===== src/rtl/alu_exec_unit.sv =====
// rtl/alu_exec_unit.sv - RV32I execute-stage ALU with optional iterative mul/div engine (ALU_MEXT_EN)
module alu_exec_unit #(
    parameter int XLEN  = 32,
    parameter int CNT_W = $clog2(XLEN) + 1
) (
    input  logic            clk,
    input  logic            rst_n,
    input  logic            in_valid,
    output logic            in_ready,
    input  logic [XLEN-1:0] rs1,
    input  logic [XLEN-1:0] rs2,
    input  logic [XLEN-1:0] imm,
    input  logic            alu_src,
    input  logic [1:0]      alu_op,
    input  logic [2:0]      func3,
    input  logic [6:0]      func7,
    output logic            out_valid,
    input  logic            out_ready,
    output logic [XLEN-1:0] result,
    output logic            zero,
    output logic            illegal
);
    localparam int SH_W = $clog2(XLEN);

    if (XLEN < 8 || (XLEN & (XLEN - 1)) != 0 || CNT_W != $clog2(XLEN) + 1) begin : g_param_check
        $error("alu_exec_unit: XLEN must be a power of two >= 8 and CNT_W is derived");
    end

    typedef enum logic [3:0] {
        OP_ADD, OP_SUB, OP_SLL, OP_SLT, OP_SLTU, OP_XOR,
        OP_SRL, OP_SRA, OP_OR, OP_AND, OP_ILL, OP_M
    } op_e;

`ifdef ALU_MEXT_EN
    typedef enum logic [1:0] {IDLE, RUN, DONE} state_e;
`else
    typedef enum logic [1:0] {IDLE, DONE} state_e;
`endif

    state_e          state;
    op_e             op;
    logic [XLEN-1:0] op_b;
    logic [XLEN-1:0] alu_res;
    logic [SH_W-1:0] shamt;

    function automatic op_e base_op(input logic [2:0] f3);
        case (f3)
            3'b000:  return OP_ADD;
            3'b001:  return OP_SLL;
            3'b010:  return OP_SLT;
            3'b011:  return OP_SLTU;
            3'b100:  return OP_XOR;
            3'b101:  return OP_SRL;
            3'b110:  return OP_OR;
            default: return OP_AND;
        endcase
    endfunction

    always_comb begin
        op   = OP_ILL;
        op_b = alu_src ? imm : rs2;
        case (alu_op)
            2'b00: op = OP_ADD;
            2'b01: op = OP_SUB;
            2'b10: begin
                op_b = rs2;
                if (func7 == 7'b0000000) begin
                    op = base_op(func3);
                end else if (func7 == 7'b0100000) begin
                    if (func3 == 3'b000)      op = OP_SUB;
                    else if (func3 == 3'b101) op = OP_SRA;
                end
`ifdef ALU_MEXT_EN
                else if (func7 == 7'b0000001) begin
                    op = OP_M;
                end
`endif
            end
            default: begin
                // Immediate forms: func7 is only meaningful for the shifts
                if (func3 == 3'b001) begin
                    if (func7 == 7'b0000000) op = OP_SLL;
                end else if (func3 == 3'b101) begin
                    if (func7 == 7'b0000000)      op = OP_SRL;
                    else if (func7 == 7'b0100000) op = OP_SRA;
                end else begin
                    op = base_op(func3);
                end
            end
        endcase
    end

    assign shamt = op_b[SH_W-1:0];

    always_comb begin
        alu_res = '0;
        case (op)
            OP_ADD:  alu_res = rs1 + op_b;
            OP_SUB:  alu_res = rs1 - op_b;
            OP_SLL:  alu_res = rs1 << shamt;
            OP_SLT:  alu_res = {{(XLEN-1){1'b0}}, $signed(rs1) < $signed(op_b)};
            OP_SLTU: alu_res = {{(XLEN-1){1'b0}}, rs1 < op_b};
            OP_XOR:  alu_res = rs1 ^ op_b;
            OP_SRL:  alu_res = rs1 >> shamt;
            OP_SRA:  alu_res = XLEN'($signed(rs1) >>> shamt);
            OP_OR:   alu_res = rs1 | op_b;
            OP_AND:  alu_res = rs1 & op_b;
            default: alu_res = '0;
        endcase
    end

    assign in_ready = (state == IDLE) || (state == DONE && out_ready);

`ifdef ALU_MEXT_EN
    logic [CNT_W-1:0]  cnt;
    logic [2:0]        m_f3;
    logic [XLEN-1:0]   acc_hi, acc_lo, b_mag;
    logic              neg_q, neg_r, b_zero;
    logic              a_signed, b_signed, a_neg, b_neg;
    logic [XLEN-1:0]   a_mag_in, b_mag_in;
    logic [XLEN:0]     mul_sum, div_sh, div_diff;
    logic              div_ge;
    logic [2*XLEN-1:0] prod_s;
    logic [XLEN-1:0]   quo_s, rem_s, m_res;

    // MUL/MULH/DIV/REM treat A as signed; MULH/DIV/REM also B
    assign a_signed = func3[2] ? ~func3[0] : (func3[1:0] != 2'b11);
    assign b_signed = func3[2] ? ~func3[0] : ~func3[1];
    assign a_neg    = a_signed & rs1[XLEN-1];
    assign b_neg    = b_signed & op_b[XLEN-1];
    assign a_mag_in = a_neg ? -rs1 : rs1;
    assign b_mag_in = b_neg ? -op_b : op_b;

    // acc_hi:acc_lo is the product for multiply, remainder:quotient for divide
    assign mul_sum  = {1'b0, acc_hi} + (acc_lo[0] ? {1'b0, b_mag} : '0);
    assign div_sh   = {acc_hi, acc_lo[XLEN-1]};
    assign div_ge   = div_sh >= {1'b0, b_mag};
    assign div_diff = div_sh - {1'b0, b_mag};

    assign prod_s = neg_q ? -{acc_hi, acc_lo} : {acc_hi, acc_lo};
    assign quo_s  = b_zero ? '1 : (neg_q ? -acc_lo : acc_lo);
    assign rem_s  = neg_r ? -acc_hi : acc_hi;

    always_comb begin
        case (m_f3)
            3'b000:                 m_res = prod_s[XLEN-1:0];
            3'b001, 3'b010, 3'b011: m_res = prod_s[2*XLEN-1:XLEN];
            3'b100, 3'b101:         m_res = quo_s;
            default:                m_res = rem_s;
        endcase
    end
`endif

    always_ff @(posedge clk or negedge rst_n) begin
        if (!rst_n) begin
            state     <= IDLE;
            out_valid <= 1'b0;
            result    <= '0;
            zero      <= 1'b0;
            illegal   <= 1'b0;
`ifdef ALU_MEXT_EN
            cnt    <= '0;
            m_f3   <= '0;
            acc_hi <= '0;
            acc_lo <= '0;
            b_mag  <= '0;
            neg_q  <= 1'b0;
            neg_r  <= 1'b0;
            b_zero <= 1'b0;
`endif
        end else if (in_valid && in_ready) begin
`ifdef ALU_MEXT_EN
            if (op == OP_M) begin
                state     <= RUN;
                out_valid <= 1'b0;
                cnt       <= CNT_W'(XLEN);
                m_f3      <= func3;
                acc_hi    <= '0;
                acc_lo    <= a_mag_in;
                b_mag     <= b_mag_in;
                neg_q     <= a_neg ^ b_neg;
                neg_r     <= a_neg;
                b_zero    <= (op_b == '0);
            end else
`endif
            begin
                state     <= DONE;
                out_valid <= 1'b1;
                result    <= alu_res;
                zero      <= (alu_res == '0);
                illegal   <= (op == OP_ILL);
            end
        end else begin
            case (state)
                DONE: begin
                    if (out_ready) begin
                        state     <= IDLE;
                        out_valid <= 1'b0;
                    end
                end
`ifdef ALU_MEXT_EN
                RUN: begin
                    if (cnt != '0) begin
                        cnt <= cnt - 1'b1;
                        if (m_f3[2]) begin
                            acc_hi <= div_ge ? div_diff[XLEN-1:0] : div_sh[XLEN-1:0];
                            acc_lo <= {acc_lo[XLEN-2:0], div_ge};
                        end else begin
                            acc_hi <= mul_sum[XLEN:1];
                            acc_lo <= {mul_sum[0], acc_lo[XLEN-1:1]};
                        end
                    end else begin
                        state     <= DONE;
                        out_valid <= 1'b1;
                        result    <= m_res;
                        zero      <= (m_res == '0);
                        illegal   <= 1'b0;
                    end
                end
`endif
                default: ;
            endcase
        end
    end
endmodule

===== config.mk =====
export PLATFORM = sky130hd
export DESIGN_NAME = alu_exec_unit
export DESIGN_NICKNAME = d
export VERILOG_FILES = /design/src/rtl/alu_exec_unit.sv
export SDC_FILE = /design/constraint.sdc
export NUM_CORES = 1
export LEC_CHECK = 0
export ABC_AREA = 1
export BUFFER_PORTS_ARGS = -buffer_cell sky130_fd_sc_hd__buf_2
export CAP_MARGIN = 20
export CORE_ASPECT_RATIO = 2
export CORE_MARGIN = 10
export CORE_UTILIZATION = 56
export CTS_BUF_LIST = sky130_fd_sc_hd__clkbuf_16
export DETAILED_ROUTE_END_ITERATION = 8
export HOLD_SLACK_MARGIN = 0.02
export PLACE_DENSITY = 0.8
export SLEW_MARGIN = 5
export SYNTH_ARGS = -nofsm -noshare
export SYNTH_HDL_FRONTEND = slang
export SYNTH_SLANG_ARGS = --single-unit
export TNS_END_PERCENT = 20

===== constraint.sdc =====
create_clock -name clk -period 1.28 [get_ports clk]
set_input_delay 0.256 -clock clk [delete_from_list [all_inputs] [get_ports clk]]
set_output_delay 0.256 -clock clk [all_outputs]
set_load 0.03 [all_outputs]

==> reports/results.tsv, run 1 <==
metric	value	unit
synth-main-ff-cell	dfrtp_1	
root_buffer	clkbuf_16	
netlist_top_cells_count	749 x nand2_1, 404 x nand3_1, 258 x inv_1	
synth_top_area_share	23.5	%
grt_max_degree	74	
placed_area	16800	sq um
synth-seq-cells	35	
synth_edf_count	0	
synth_area	11900	sq um
yosys-top-cells-area	nand2_1 24%, nand3_1 17%, ha_1 10%	
clock_path_buffers	2	
yosysSeqAreaShare	7.33	%
synth.most_common_cell	nand2_1	
run_status	aborted with a tool error	
initial_core_util	56.8	%
rows	75	
grt_pass1_wl	163000	microns
cts.sinks	35	
dp_cells	3182	
yosysTopAreaCell	nand2_1	
yosysUniqueCellTypes	43	
ios	149	
error	[ERROR GRT-0116] Global routing finished with congestion. Check the congestion regions in the DRC Viewer.	
avgSynthCellArea	5.12	sq um
globalplace.congestion	1.26	
ys_async_sr_fraction	100	%
numCtsBuffers	5	
ys.warnings.count	0	
grt_overflow	402	
synth_cells	2333	
chipHeight	227	microns
grt_pass1_vias	25400	
gr-usage-all-layers	74.6	%
h-tree-depth	2	
haltStage	global routing	
fp.dieW	123	microns
dp_hpwl	51200	microns
synth_nets	2546	
numPortBuffers	148	
## per-stage QoR
| stage | setup TNS, ns | hold slack [ns] | setup slack, ns |
|---|---|---|---|
| after CTS | -46.97 | 0.340 | -1.72 |
| after detailed placement | -68.84 | 0.300 | -2.56 |
| after global placement | -64.28 | 0.296 | -2.47 |
| after floorplan | -42.44 | -0.0396 | -1.64 |
## metal layers
layer | overflow | GRT usage (%)
met5 | 1 | 40.1
met4 | 125 | 74.6
met3 | 11 | 62.1
met2 | 253 | 91.2
met1 | 12 | 70.3
## cells by family after synthesis
kind of cell,after synthesis,share of synthesized area [%]
AOI/OAI and AO/OA,303,13.7
DFF,35,7.33
buffers and inverters,386,13.3
xor gates and xnor gates,23,1.69
adders and majority gates,100,10.6
and+or+nand+nor,1486,53.3
## what timing repair did
item	in CTS
setup endpoints to repair	35
hold buffers	1
endpoints found under the hold margin	35
pin swaps	87
buffers inserted	26
cloned	5
gates resized for setup	321
==> inputs of run 2 (changes only) <==
--- a/config.mk
+++ b/config.mk
@@ -8,13 +8,10 @@
 export ABC_AREA = 1
 export BUFFER_PORTS_ARGS = -buffer_cell sky130_fd_sc_hd__buf_2
 export CAP_MARGIN = 20
-export CORE_ASPECT_RATIO = 2
 export CORE_MARGIN = 10
-export CORE_UTILIZATION = 56
-export CTS_BUF_LIST = sky130_fd_sc_hd__clkbuf_16
+export CORE_UTILIZATION = 40
 export DETAILED_ROUTE_END_ITERATION = 8
-export HOLD_SLACK_MARGIN = 0.02
-export PLACE_DENSITY = 0.8
+export PLACE_DENSITY_LB_ADDON = 0.15
 export SLEW_MARGIN = 5
 export SYNTH_ARGS = -nofsm -noshare
 export SYNTH_HDL_FRONTEND = slang
==> constraint.sdc (replaced) <==
create_clock -name clk -period 1.7 [get_ports clk]
set_input_delay 0.34 -clock clk [delete_from_list [all_inputs] [get_ports clk]]
set_output_delay 0.34 -clock clk [all_outputs]
set_load 0.03 [all_outputs]
==> reports/results.tsv, run 2 <==
metric	value	unit	change
ys_async_sr_fraction	100	%	unchanged
maxSlewViolCount	0		
gr-usage-all-layers	35.5	%	
synth_nets	2546		unchanged
numCtsBuffers	5		unchanged
ys.warnings.count	0		unchanged
grt_pass1_wl	103000	microns	
avgSynthCellArea	5.12	sq um	unchanged
cp_common_cell	nand2_1		
worst-path-max-fanout	8		
crit_path_start_kind	input pin		
cts.sinks	35		unchanged
instances_no_fill	3455		
p_leak	10.7	nW	
nNetsFinal	3276		
drtPass1Iterations	6		
synth-seq-cells	35		unchanged
worst_ep_arrival_time	3.46	ns	
netlist_top_cells_count	749 x nand2_1, 404 x nand3_1, 258 x inv_1		
run_status	finished with violations		
grtUsageMet2	57.1	%	
p_per_area	595	nW/um^2	
comb_power_share	81.5	%	
p_clk_share	8.9	%	
layout_min_cycle_time	3.24	ns	
top_register	result		
violations	setup timing		
synth_area	11900	sq um	unchanged
internal_power	5.70	mW	
ios	149		unchanged
clk_latency	0.28	ns	
fin_skew	0.00788	ns	
setup_ws	-1.54	ns	
grt.met3_usage	5.95	%	
grt_max_degree	60		
chipHeight	193	microns	-15%
wirelength	68300	microns	
fp.dieW	193	microns	+56%
synth_top_area_share	23.5	%	unchanged
ant_nets	0		
setup_viol	33		
reg2reg_slack	0.21	ns	
synth-main-ff-cell	dfrtp_1		
h-tree-depth	2		unchanged
drive_gt1_share	38.1	%	
globalplace.congestion	1.07		-15%
largest_register_ffs	32		
fin_util	66.5	%	
tightestPinTransition	0.744	ns	
met1_usage	45.4	%	
numPortBuffers	148		unchanged
synth_edf_count	0		unchanged
cp.required	1.92	ns	
root_buffer	clkbuf_16		
clock_path_buffers	2		unchanged
drtIter0Drc	2080		
hold_violations	0		
worst_setup_path_end_kind	flip-flop		
synth.most_common_cell	nand2_1		
grt_pass1_vias	17900		
hp-class	in2async		
core	29600	sq um	
wl_per_cell	19.8	microns	
antenna_found_initial	1		
vias	18900		
relSlewSlack	50.4	%	
yosys-top-cells-area	nand2_1 24%, nand3_1 17%, ha_1 10%		
dp_hpwl	56300	microns	+10%
path_clk_slew	0.06	ns	
worst_path_max_delay_cell	nor3_2		
p_seq_share	9.6	%	
p_sw	5.99	mW	
final_cell_mix	698 x nand2_1, 643 x buf_4, 374 x nand3_1		
grt_overflow	0		
criticalPathCategory	in2reg		
area_delta_synth_final	64.5	%	
layout_commonest_cell	nand2_1		
synth_cells	2333		unchanged
busiest_layer	met2		
p_sw_share	51.2	%	
rsz0062_at_grt	yes		
yosysTopAreaCell	nand2_1		
placed_area	17800	sq um	+5.8%
clock.fmax	309	MHz	
setup_tns	-40.52	ns	
yosysSeqAreaShare	7.33	%	unchanged
fin_crit_sh	190	%	
design.die.area	37200	sq um	
multi_input_area	10800	sq um	
rows	63		-16%
design_area	19700	sq um	
vdd_drop_max	407	uV	
vias_per_cell	5.48		
slowest_delay	0.27	ns	
yosysUniqueCellTypes	43		unchanged
initial_core_util	40.4	%	-16 points
tritoncts	yes		
drc_errors	0		
cap_viol_max_count	0		
fillers	2834		
final-seq-area	876	sq um	
dp_cells	3405		+7.0%
-- run 2: cell counts after synthesis --
No cell type changed its count.
-- run 2: worst paths after layout --
kind	start	end	cells after the start
min	rst_n	result[9]$_DFFE_PN0P_	2
max reg2reg	out_valid$_DFFE_PN0P_	zero$_DFFE_PN0P_	9
min in group clk	out_ready	out_valid$_DFFE_PN0P_	4
max	alu_op[0]	zero$_DFFE_PN0P_	30
min reg2reg	result[4]$_DFFE_PN0P_	result[4]$_DFFE_PN0P_	2
max in group asynchronous	rst_n	result[28]$_DFFE_PN0P_	2
-- run 2: cell type report --
cell class,count,share of cell area (%)
Antenna cell,1,0.0127
Clock buffer,5,0.637
Clock inverter,3,0.223
Sequential cell,35,4.46
Multi-Input combinational cell,1913,55.0
Tap cell,390,2.48
Timing Repair Buffer,831,31.8
Inverter,277,5.39
-- run 2: kinds of logic (layout without fill, tap and decap cells) --
family,after synthesis,after routing,share of synthesized area [%]
compound gates,303,303,13.7
xor+xnor,23,23,1.69
fa+ha+maj,100,100,10.6
buf+inv,386,1116,13.3
flops,35,35,7.33
other cells,0,1,0
simple gates,1486,1487,53.3
-- run 2: timing repair --
action,4_1_cts,5_1_grt
setup buffers,27,11
endpoints found under the setup margin,34,34
pin swaps,82,44
hold buffers,0,0
gates resized for setup,272,98
cloned,4,0
-- run 2: through the flow --
| step | hold slack (ns) | setup WS (ns) | power [mW] |
|---|---|---|---|
| after global routing | 0.133 | -1.70 | 12.4 |
| after CTS | 0.104 | -1.44 | 11.2 |
| after floorplan | 0.0444 | -1.31 | 5.30 |
| after global placement | 0.389 | -2.23 | 9.37 |
| after detailed placement | 0.392 | -2.24 | 9.45 |
| final | 0.0873 | -1.54 | 11.7 |
-- run 2: power groups by stage --
stage | combinational (mW) | clock, mW | sequential [mW]
finish | 9.53 | 1.04 | 1.13
global route | 10.2 | 1.09 | 1.15
CTS | 9.03 | 1.04 | 1.13
detailed placement | 8.31 | 0 | 1.14
global placement | 8.24 | 0 | 1.13
floorplan | 3.77 | 0 | 1.53
-- run 2: metal layers --
metal	vias to the layer above	share of wire (%)
li1	9033	-
met1	8662	40
met2	1028	44
met3	205	10
met4	0	5.6
met5	-	0
-- run 2: worst max-delay path: cells and delay by family --
| kind | cells | cell delay, ns |
|---|---|---|
| adders and majority gates | 1 | 0.21 |
| buffers and inverters | 7 | 0.80 |
| and+or+nand+nor | 20 | 1.83 |
| AOI/OAI and AO/OA | 2 | 0.27 |
No activity file was read; power rests on OpenSTA's default activity.
